### src/rtl/muldiv_pkg.sv
// rtl/muldiv_pkg.sv - op/state types and funct3 decode helpers for the iterative M-extension unit
package muldiv_pkg;

  localparam logic [6:0] FUNCT7_MULDIV = 7'b0000001;

  typedef enum logic [2:0] {
    OP_MUL    = 3'b000,
    OP_MULH   = 3'b001,
    OP_MULHSU = 3'b010,
    OP_MULHU  = 3'b011,
    OP_DIV    = 3'b100,
    OP_DIVU   = 3'b101,
    OP_REM    = 3'b110,
    OP_REMU   = 3'b111
  } op_e;

  typedef enum logic [1:0] {
    IDLE = 2'd0,
    CALC = 2'd1,
    FIX  = 2'd2,
    DONE = 2'd3
  } state_e;

  // MUL low half is sign-agnostic, so treating it as signed*signed is harmless
  function automatic logic is_signed_a(input op_e op);
    return op inside {OP_MUL, OP_MULH, OP_MULHSU, OP_DIV, OP_REM};
  endfunction

  function automatic logic is_signed_b(input op_e op);
    return op inside {OP_MUL, OP_MULH, OP_DIV, OP_REM};
  endfunction

  function automatic logic is_div(input op_e op);
    return op inside {OP_DIV, OP_DIVU, OP_REM, OP_REMU};
  endfunction

  function automatic logic is_hi(input op_e op);
    return op inside {OP_MULH, OP_MULHSU, OP_MULHU};
  endfunction

  function automatic logic is_rem(input op_e op);
    return op inside {OP_REM, OP_REMU};
  endfunction

endpackage

### src/rtl/muldiv_signfix.sv
// rtl/muldiv_signfix.sv - sign correction and result select applied to the magnitude accumulator
module muldiv_signfix
  import muldiv_pkg::*;
#(
  parameter int XLEN = 32
) (
  input  logic [2:0]        op,
  input  logic              sign_a,
  input  logic              sign_b,
  input  logic              b_zero,
  input  logic [2*XLEN-1:0] acc,
  output logic [XLEN-1:0]   result
);

  op_e               op_q;
  logic [2*XLEN-1:0] prod;
  logic [XLEN-1:0]   quo;
  logic [XLEN-1:0]   rem;

  assign op_q = op_e'(op);

  // divide leaves quotient in the low half and remainder in the high half
  always_comb begin
    prod = (sign_a ^ sign_b) ? -acc : acc;
    quo  = ((sign_a ^ sign_b) && !b_zero) ? -acc[XLEN-1:0] : acc[XLEN-1:0];
    rem  = sign_a ? -acc[2*XLEN-1:XLEN] : acc[2*XLEN-1:XLEN];
    if (is_div(op_q)) begin
      result = is_rem(op_q) ? rem : quo;
    end else begin
      result = is_hi(op_q) ? prod[2*XLEN-1:XLEN] : prod[XLEN-1:0];
    end
  end

endmodule

### src/rtl/muldiv_iter.sv
// rtl/muldiv_iter.sv - iterative RV32M multiply/divide unit; MULDIV_FAST_EN enables the zero-operand early-out
module muldiv_iter
  import muldiv_pkg::*;
#(
  parameter int XLEN = 32
) (
  input  logic            clk,
  input  logic            reset,
  input  logic            start,
  input  logic [2:0]      funct3,
  input  logic [XLEN-1:0] a,
  input  logic [XLEN-1:0] b,
  output logic            busy,
  output logic            done,
  output logic [XLEN-1:0] result
);

  localparam int CNT_W = $clog2(XLEN) + 1;

  state_e            state;
  state_e            state_nxt;
  op_e               op_in;
  op_e               op_r;
  logic              sign_a;
  logic              sign_b;
  logic              b_zero;
  logic              loaded;
  logic [XLEN-1:0]   a_r;
  logic [XLEN-1:0]   b_r;
  logic [2*XLEN-1:0] acc;
  logic [CNT_W-1:0]  cnt;
  logic              accept;
  logic              fast_hit;
  logic              last_iter;
  logic [XLEN:0]     mul_sum;
  logic [XLEN:0]     div_shift;
  logic [XLEN:0]     div_diff;
  logic [XLEN-1:0]   fix_result;

  assign op_in     = op_e'(funct3);
  assign accept    = start && (state == IDLE || state == DONE);
  assign last_iter = loaded && (cnt == CNT_W'(XLEN - 1));

`ifdef MULDIV_FAST_EN
  logic [XLEN-1:0] fast_result;

  always_comb begin
    fast_hit    = (a == '0) || (b == '0);
    fast_result = '0;
    if (b == '0) begin
      if (op_in inside {OP_DIV, OP_DIVU}) begin
        fast_result = '1;
      end else if (is_rem(op_in)) begin
        fast_result = a;
      end
    end
  end
`else
  assign fast_hit = 1'b0;
`endif

  always_ff @(posedge clk) begin
    if (reset) begin
      state <= IDLE;
    end else begin
      state <= state_nxt;
    end
  end

  always_comb begin
    state_nxt = state;
    case (state)
      IDLE, DONE: begin
        if (accept) begin
          state_nxt = fast_hit ? DONE : CALC;
        end else begin
          state_nxt = IDLE;
        end
      end
      CALC:    if (last_iter) state_nxt = FIX;
      FIX:     state_nxt = DONE;
      default: state_nxt = IDLE;
    endcase
  end

  always_comb begin
    busy = (state == CALC) || (state == FIX);
    done = (state == DONE);
  end

  // multiply shifts right adding the multiplicand; divide shifts left restoring
  always_comb begin
    mul_sum   = {1'b0, acc[2*XLEN-1:XLEN]} + {1'b0, (acc[0] ? b_r : {XLEN{1'b0}})};
    div_shift = {acc[2*XLEN-1:XLEN], acc[XLEN-1]};
    div_diff  = div_shift - {1'b0, b_r};
  end

  // first CALC cycle only converts the latched operands to magnitudes, keeping
  // the negation off the start path; XLEN iterations follow
  always_ff @(posedge clk) begin
    if (reset) begin
      op_r   <= OP_MUL;
      sign_a <= 1'b0;
      sign_b <= 1'b0;
      b_zero <= 1'b0;
      loaded <= 1'b0;
      a_r    <= '0;
      b_r    <= '0;
      acc    <= '0;
      cnt    <= '0;
      result <= '0;
    end else if (accept) begin
      op_r   <= op_in;
      a_r    <= a;
      b_r    <= b;
      sign_a <= is_signed_a(op_in) && a[XLEN-1];
      sign_b <= is_signed_b(op_in) && b[XLEN-1];
      b_zero <= (b == '0);
      loaded <= 1'b0;
      cnt    <= '0;
`ifdef MULDIV_FAST_EN
      if (fast_hit) begin
        result <= fast_result;
      end
`endif
    end else if (state == CALC) begin
      if (!loaded) begin
        acc    <= {{XLEN{1'b0}}, (sign_a ? -a_r : a_r)};
        b_r    <= sign_b ? -b_r : b_r;
        loaded <= 1'b1;
      end else begin
        cnt <= cnt + CNT_W'(1);
        if (is_div(op_r)) begin
          if (!div_diff[XLEN]) begin
            acc <= {div_diff[XLEN-1:0], acc[XLEN-2:0], 1'b1};
          end else begin
            acc <= {div_shift[XLEN-1:0], acc[XLEN-2:0], 1'b0};
          end
        end else begin
          acc <= {mul_sum, acc[XLEN-1:1]};
        end
      end
    end else if (state == FIX) begin
      result <= fix_result;
    end
  end

  muldiv_signfix #(.XLEN(XLEN)) u_signfix (
    .op     (op_r),
    .sign_a (sign_a),
    .sign_b (sign_b),
    .b_zero (b_zero),
    .acc    (acc),
    .result (fix_result)
  );

endmodule

### config.mk
export PLATFORM = sky130hd
export DESIGN_NAME = muldiv_iter
export DESIGN_NICKNAME = d
export VERILOG_FILES = /design/src/rtl/muldiv_pkg.sv /design/src/rtl/muldiv_signfix.sv /design/src/rtl/muldiv_iter.sv
export SDC_FILE = /design/constraint.sdc
export NUM_CORES = 1
export LEC_CHECK = 0
export BUFFER_PORTS_ARGS = -buffer_cell sky130_fd_sc_hd__clkbuf_2
export CAP_MARGIN = 10
export CORE_UTILIZATION = 30
export CTS_CLUSTER_SIZE = 25
export DETAILED_ROUTE_END_ITERATION = 8
export GPL_TIMING_DRIVEN = 0
export PLACE_DENSITY_LB_ADDON = 0.15
export REMOVE_ABC_BUFFERS = 1
export SYNTH_ARGS = -nofsm -noshare
export SYNTH_HDL_FRONTEND = slang
export SYNTH_HIERARCHICAL = 1
export SYNTH_SLANG_ARGS = --single-unit
### constraint.sdc
create_clock -name clk -period 5.9 [get_ports clk]
set_input_delay 0.59 -clock clk [delete_from_list [all_inputs] [get_ports clk]]
set_output_delay 0.59 -clock clk [all_outputs]
set_load 0.05 [all_outputs]
Word-level counts from Yosys, hierarchy flattened. Index checks and enable logic that the tools add are counted. W data, S select, Z words.

Register bits: 175. Word-level logic and storage cells: 81. Output and inout port bits: 34. Bits of input ports: 70.

Reduce and logical (&&, ||, !) cells: 24. Eq/ne operators: 17. Muxes and demuxes: 18. Bitwise gates (word level): 3. $add $sub $neg: 8.

Operators with widths (number): $mux W32 (11); $mux W64 (4); $neg A32 Y32 (4); $neg A64 Y64 (1); $add A32 B32 Y33 (1); $sub A33 B32 Y33 (1); $logic_not A32 Y1 (1); $eq A3 B3 Y1 const B (6); $eq A3 B2 Y1 const B (3); $reduce_bool A4 Y1 (2); $add A6 B1 Y6 const B (1); $eq A3 B1 Y1 const B (2); $eq A6 B5 Y1 const B (1); $pmux W2 S3 (1); $reduce_and A3 Y1 (2); $reduce_bool A2 Y1 (3); $logic_and A1 B1 Y1 (5); $reduce_bool A5 Y1 (1); $eq A2 B2 Y1 const B (2); $reduce_and A2 Y1 (2); $reduce_or A2 Y1 (2); $logic_not A3 Y1 (1); $reduce_bool A3 Y1 (1); $eq A2 B1 Y1 const B (1); 9 further kinds (11).

Longest topological paths before layout.
Depth after elaboration: 5. Mapped depth: 15. Gate-level depth less buffers: 14.

By module. Netlist, hierarchy kept.

Modules (own cells, without submodules): muldiv_iter (seq. area each 3503.4 µm², cells an instance 1543, times used 1, area each 11926.4 µm²); muldiv_signfix (seq. area each 0.0 µm², cells an instance 574, times used 1, area each 3519.6 µm²).

Worst setup path before layout. Ideal clock, no wire load.

Path type: flip-flop to flip-flop. From: register a_r[6]. To: register acc[29]. Path slack: 2.555 ns. Arrival time: 3.229 ns. Stages on the path, launching flop included: 11. Period minus slack after synthesis: 3.345 ns. Required time: 5.783 ns. Path through: dfxtp_1 > or4_4 > or4_4 > or4_4 > or3_4 > or4_4 > o41ai_2 > xnor2_1 > nor2_1 > a21oi_1 > a22o_1.

Cells in the longest elaborated chain, start to end: 3.

Ends and longest elaborated chain: start: declaration (line muldiv_iter.sv:28) `logic [XLEN-1:0] a_r;`; start signal: assignment (line muldiv_iter.sv:107) `a_r <= '0;`; start signal: assignment (line muldiv_iter.sv:114) `a_r <= a;`; $neg A32 Y32 (line muldiv_iter.sv:128) `acc <= {{XLEN{1'b0}}, (sign_a ? -a_r : a_r)};`; $mux W32 (line muldiv_iter.sv:128); $mux W64 (line muldiv_iter.sv:127) `if (!loaded) begin`; end signal: assignment (line muldiv_iter.sv:128); end signal: assignment (line muldiv_iter.sv:135) `acc <= {div_diff[XLEN-1:0], acc[XLEN-2:0], 1'b1};`; end signal: assignment (line muldiv_iter.sv:137) `acc <= {div_shift[XLEN-1:0], acc[XLEN-2:0], 1'b0};`; end: declaration (line muldiv_iter.sv:30) `logic [2*XLEN-1:0] acc;`.

Every way passes these cells. A chain may end at the register's enable or synchronous reset.

Worst setup path after layout.
From: register acc[0]. To: register acc[61].

Cells in the longest elaborated chain, start to end: 4.

Ends and longest elaborated chain: $mux W32 (line muldiv_iter.sv:93) `mul_sum = {1'b0, acc[2*XLEN-1:XLEN]} + {1'b0, (acc[0] ? b_r : {XLEN{1'b0}})};`; $add A32 B32 Y33 (line muldiv_iter.sv:93); $mux W64 (line muldiv_iter.sv:133) `if (is_div(op_r)) begin`; $mux W64 (line muldiv_iter.sv:127).

Every way passes these cells.

==> results.ini <==
[timing]
slew_headroom_pct = 8.25
worst_slew_pin_slew_ps = 1370
rsz0062_at_grt = false
fmax_mhz = 228
fin_hold_ws_ps = 308
hold_viol_final = 0
post-route-min-period_ps = 4380
maxSlewViolCount = 0
skew_ps = 12.5
period_share_pct = 74.2
tns_ps = 0
finalSetupViolations = 0

[route]
avgViaCountPerCell = 5.71
initialDrtViolationCount = 1289
wire_per_inst_um = 20.0
ant_nets = 0
drc = 0
routed_wl_um = 56000
vias = 16000
drtPass1Iterations = 5

[synthesis]
yosysMostFrequentCell = nor2_1
ys_ff_latch = 175
synth_top_area_share_pct = 22.7
synth_edf_count = 0
ys_warn_count = 6
synth_common_cells = nor2_1 (244), nand2_1 (238), a21oi_1 (180)
syn_inst = 2117
synth.avg_cell_area_sq_um = 7.30
synthArstFlopShare_pct = 0
ys.flop_type = dfxtp_1
synth_area_sq_mm = 0.0154
synthTopCellsByArea = dfxtp_1 (23%), xnor2_1 (6.4%), mux2i_1 (6.0%)
yosys.area.top_type = dfxtp_1
synth-seq-area-share_pct = 22.7
synth_cell_types = 77

[grt]
grt_max_degree = 102
overflow = 0
grtUsageTotal_pct = 21.1
antenna_found_initial = 0
grt_pass1_wl_um = 86000
grt_pass1_vias = 14800

[clocking]
root_buffer = clkbuf_16
clk_pin_slew_ps = 70
cts_tree = built
post_cts_buffers = 0
ctsResizeCount = 0
clk_path_buf_depth = 2
postCtsHoldBufs = 0
insertion_delay_ps = 500
cts-buffers-inserted = 17
clock-sinks = 175
ctsHtreeMaxLevel = 4

[power]
p_seq_share_pct = 24.7
switching_share_pct = 51.1
power.switching_uw = 3690
p_clk_share_pct = 16.6
irDropWorstVdd_mv = 0.206
combPwrFrac_pct = 58.7
leakagePower_uw = 0.00681
intPower_uw = 3520
power_density_mw_per_mm2 = 418

[floorplanning]
num_rows = 82
fp.coreArea_sq_mm = 0.0505
io_pins = 104
start_util_pct = 30.6
die_area_sq_mm = 0.0524
die_y_um = 229
die_w_um = 229

[critical_path]
required_ps = 6230
reg2reg_from = acc[0]
crit_path_start = acc[0]
r2r_end = acc[61]
arrival_ps = 4710
end_kind = flop
start_kind = flop
crit_fanout = 38
r2r_slack_ps = 1520
critPathKind = reg -> reg
r2r_cells = 12
endpoint = acc[61]

[cells_and_area]
fillers = 5432
final-seq-area_sq_mm = 0.00351
drive_gt1_share_pct = 9.24
syn_to_final_growth_pct = 11.8
utilization_pct = 34.2
final_area_sq_mm = 0.0173
multiInputGateArea_sq_mm = 0.0112
fin_nets = 2262
antenna_cells = 0

[placement]
gp_congestion = 0.926
dp_hpwl_um = 42100
portBuffers = 103
placed_cell_area_sq_mm = 0.0167

[run_status]
status = complete, no violations

[hold_path]
hold_class = in -> reg
worstHoldPathCells = 3

[flow_run]
drv_cap = 0

[cell families after synthesis]
group	after synthesis	share of synthesized area [%]
AND/OR/NAND/NOR	775	23.9
AO/OA/AOI/OAI	627	26.3
buffers and inverters	200	5.11
flip-flops	175	22.7
XOR/XNOR	170	9.64
multiplexers	96	6.25
adder cells (fa/ha/maj)	74	6.09
[per-layer routing]
metal	routed length [um]	share of wire, %	global-route usage [%]
met1	26700	48	29.2
met2	24700	44	32.7
met3	3260	5.8	3.71
met4	1350	2.4	7.29
met5	0	0	0
[layout make-up]
class | count | share of cell area (%)
tap | 672 | 4.87
sequential | 175 | 20.3
clock buffer | 21 | 2.79
inverter | 63 | 1.37
multi-input combinational | 1742 | 65.0
timing repair buffer | 119 | 4.99
clock inverter | 11 | 0.674
[power by group through the flow]
stage	clock network (uW)	logic [uW]	registers, uW
finish	1200	4230	1790
floorplan	0	2770	1830
CTS	1240	4170	1780
detailed placement	0	4140	1810
global route	1280	4590	1830
global placement	0	3990	1870
[how the worst min path moves through the flow]
stage	startpoint	end	slack, ps
after floorplan	a_r[31]	a_r[31]	440
after global placement	a_r[31]	a_r[31]	460
after detailed placement	a_r[31]	a_r[31]	470
after CTS	a[9]	a_r[9]	270
after global routing	a[23]	a_r[23]	300
final	a[17]	a_r[17]	310
[layout by cell type, fill, tap and decap left out, drive strengths merged, types with 18 or more instances in the layout]
cell,n
nor3,36
dfxtp,175
or4,21
xor2,57
nand2b,19
mux2i,92
clkbuf,124
nand4,30
xnor2,113
ha,72
a21oi,180
a22oi,19
nor2,244
o221ai,18
nand3,29
o211ai,28
o21ai,122
nor4,41
inv,68
a31oi,36
a21o,29
and2,42
nand2,238
or3,23
o31ai,27
a211oi,53
[critical path, cell delays in order (launching register included)]
cell	delay, ps
dfxtp_2	830
and2_1	250
ha_1	270
nor2b_1	160
o31a_1	270
o41a_1	370
o31ai_1	600
nor4_1	190
o21ai_0	560
o21ai_0	190
a21oi_1	200
xor2_1	190
o221ai_1	120
[sequential cells by signal, indices dropped and copies added (netlist names)]
register,flops
a_r,32
acc,64
b_r,32
b_zero,1
cnt,6
loaded,1
op_r,3
result,32
sign_a,1
sign_b,1
state,2
[through the flow]
stage,setup slack [ps],cells,power [uW]
floorplan,847,1980,4600
global placement,-1640,2755,5860
detailed placement,1570,2771,5950
CTS,1530,2803,7190
global route,1140,2803,7700
finish,1520,2803,7210
Note: power is estimated with default switching activity, not from simulation.
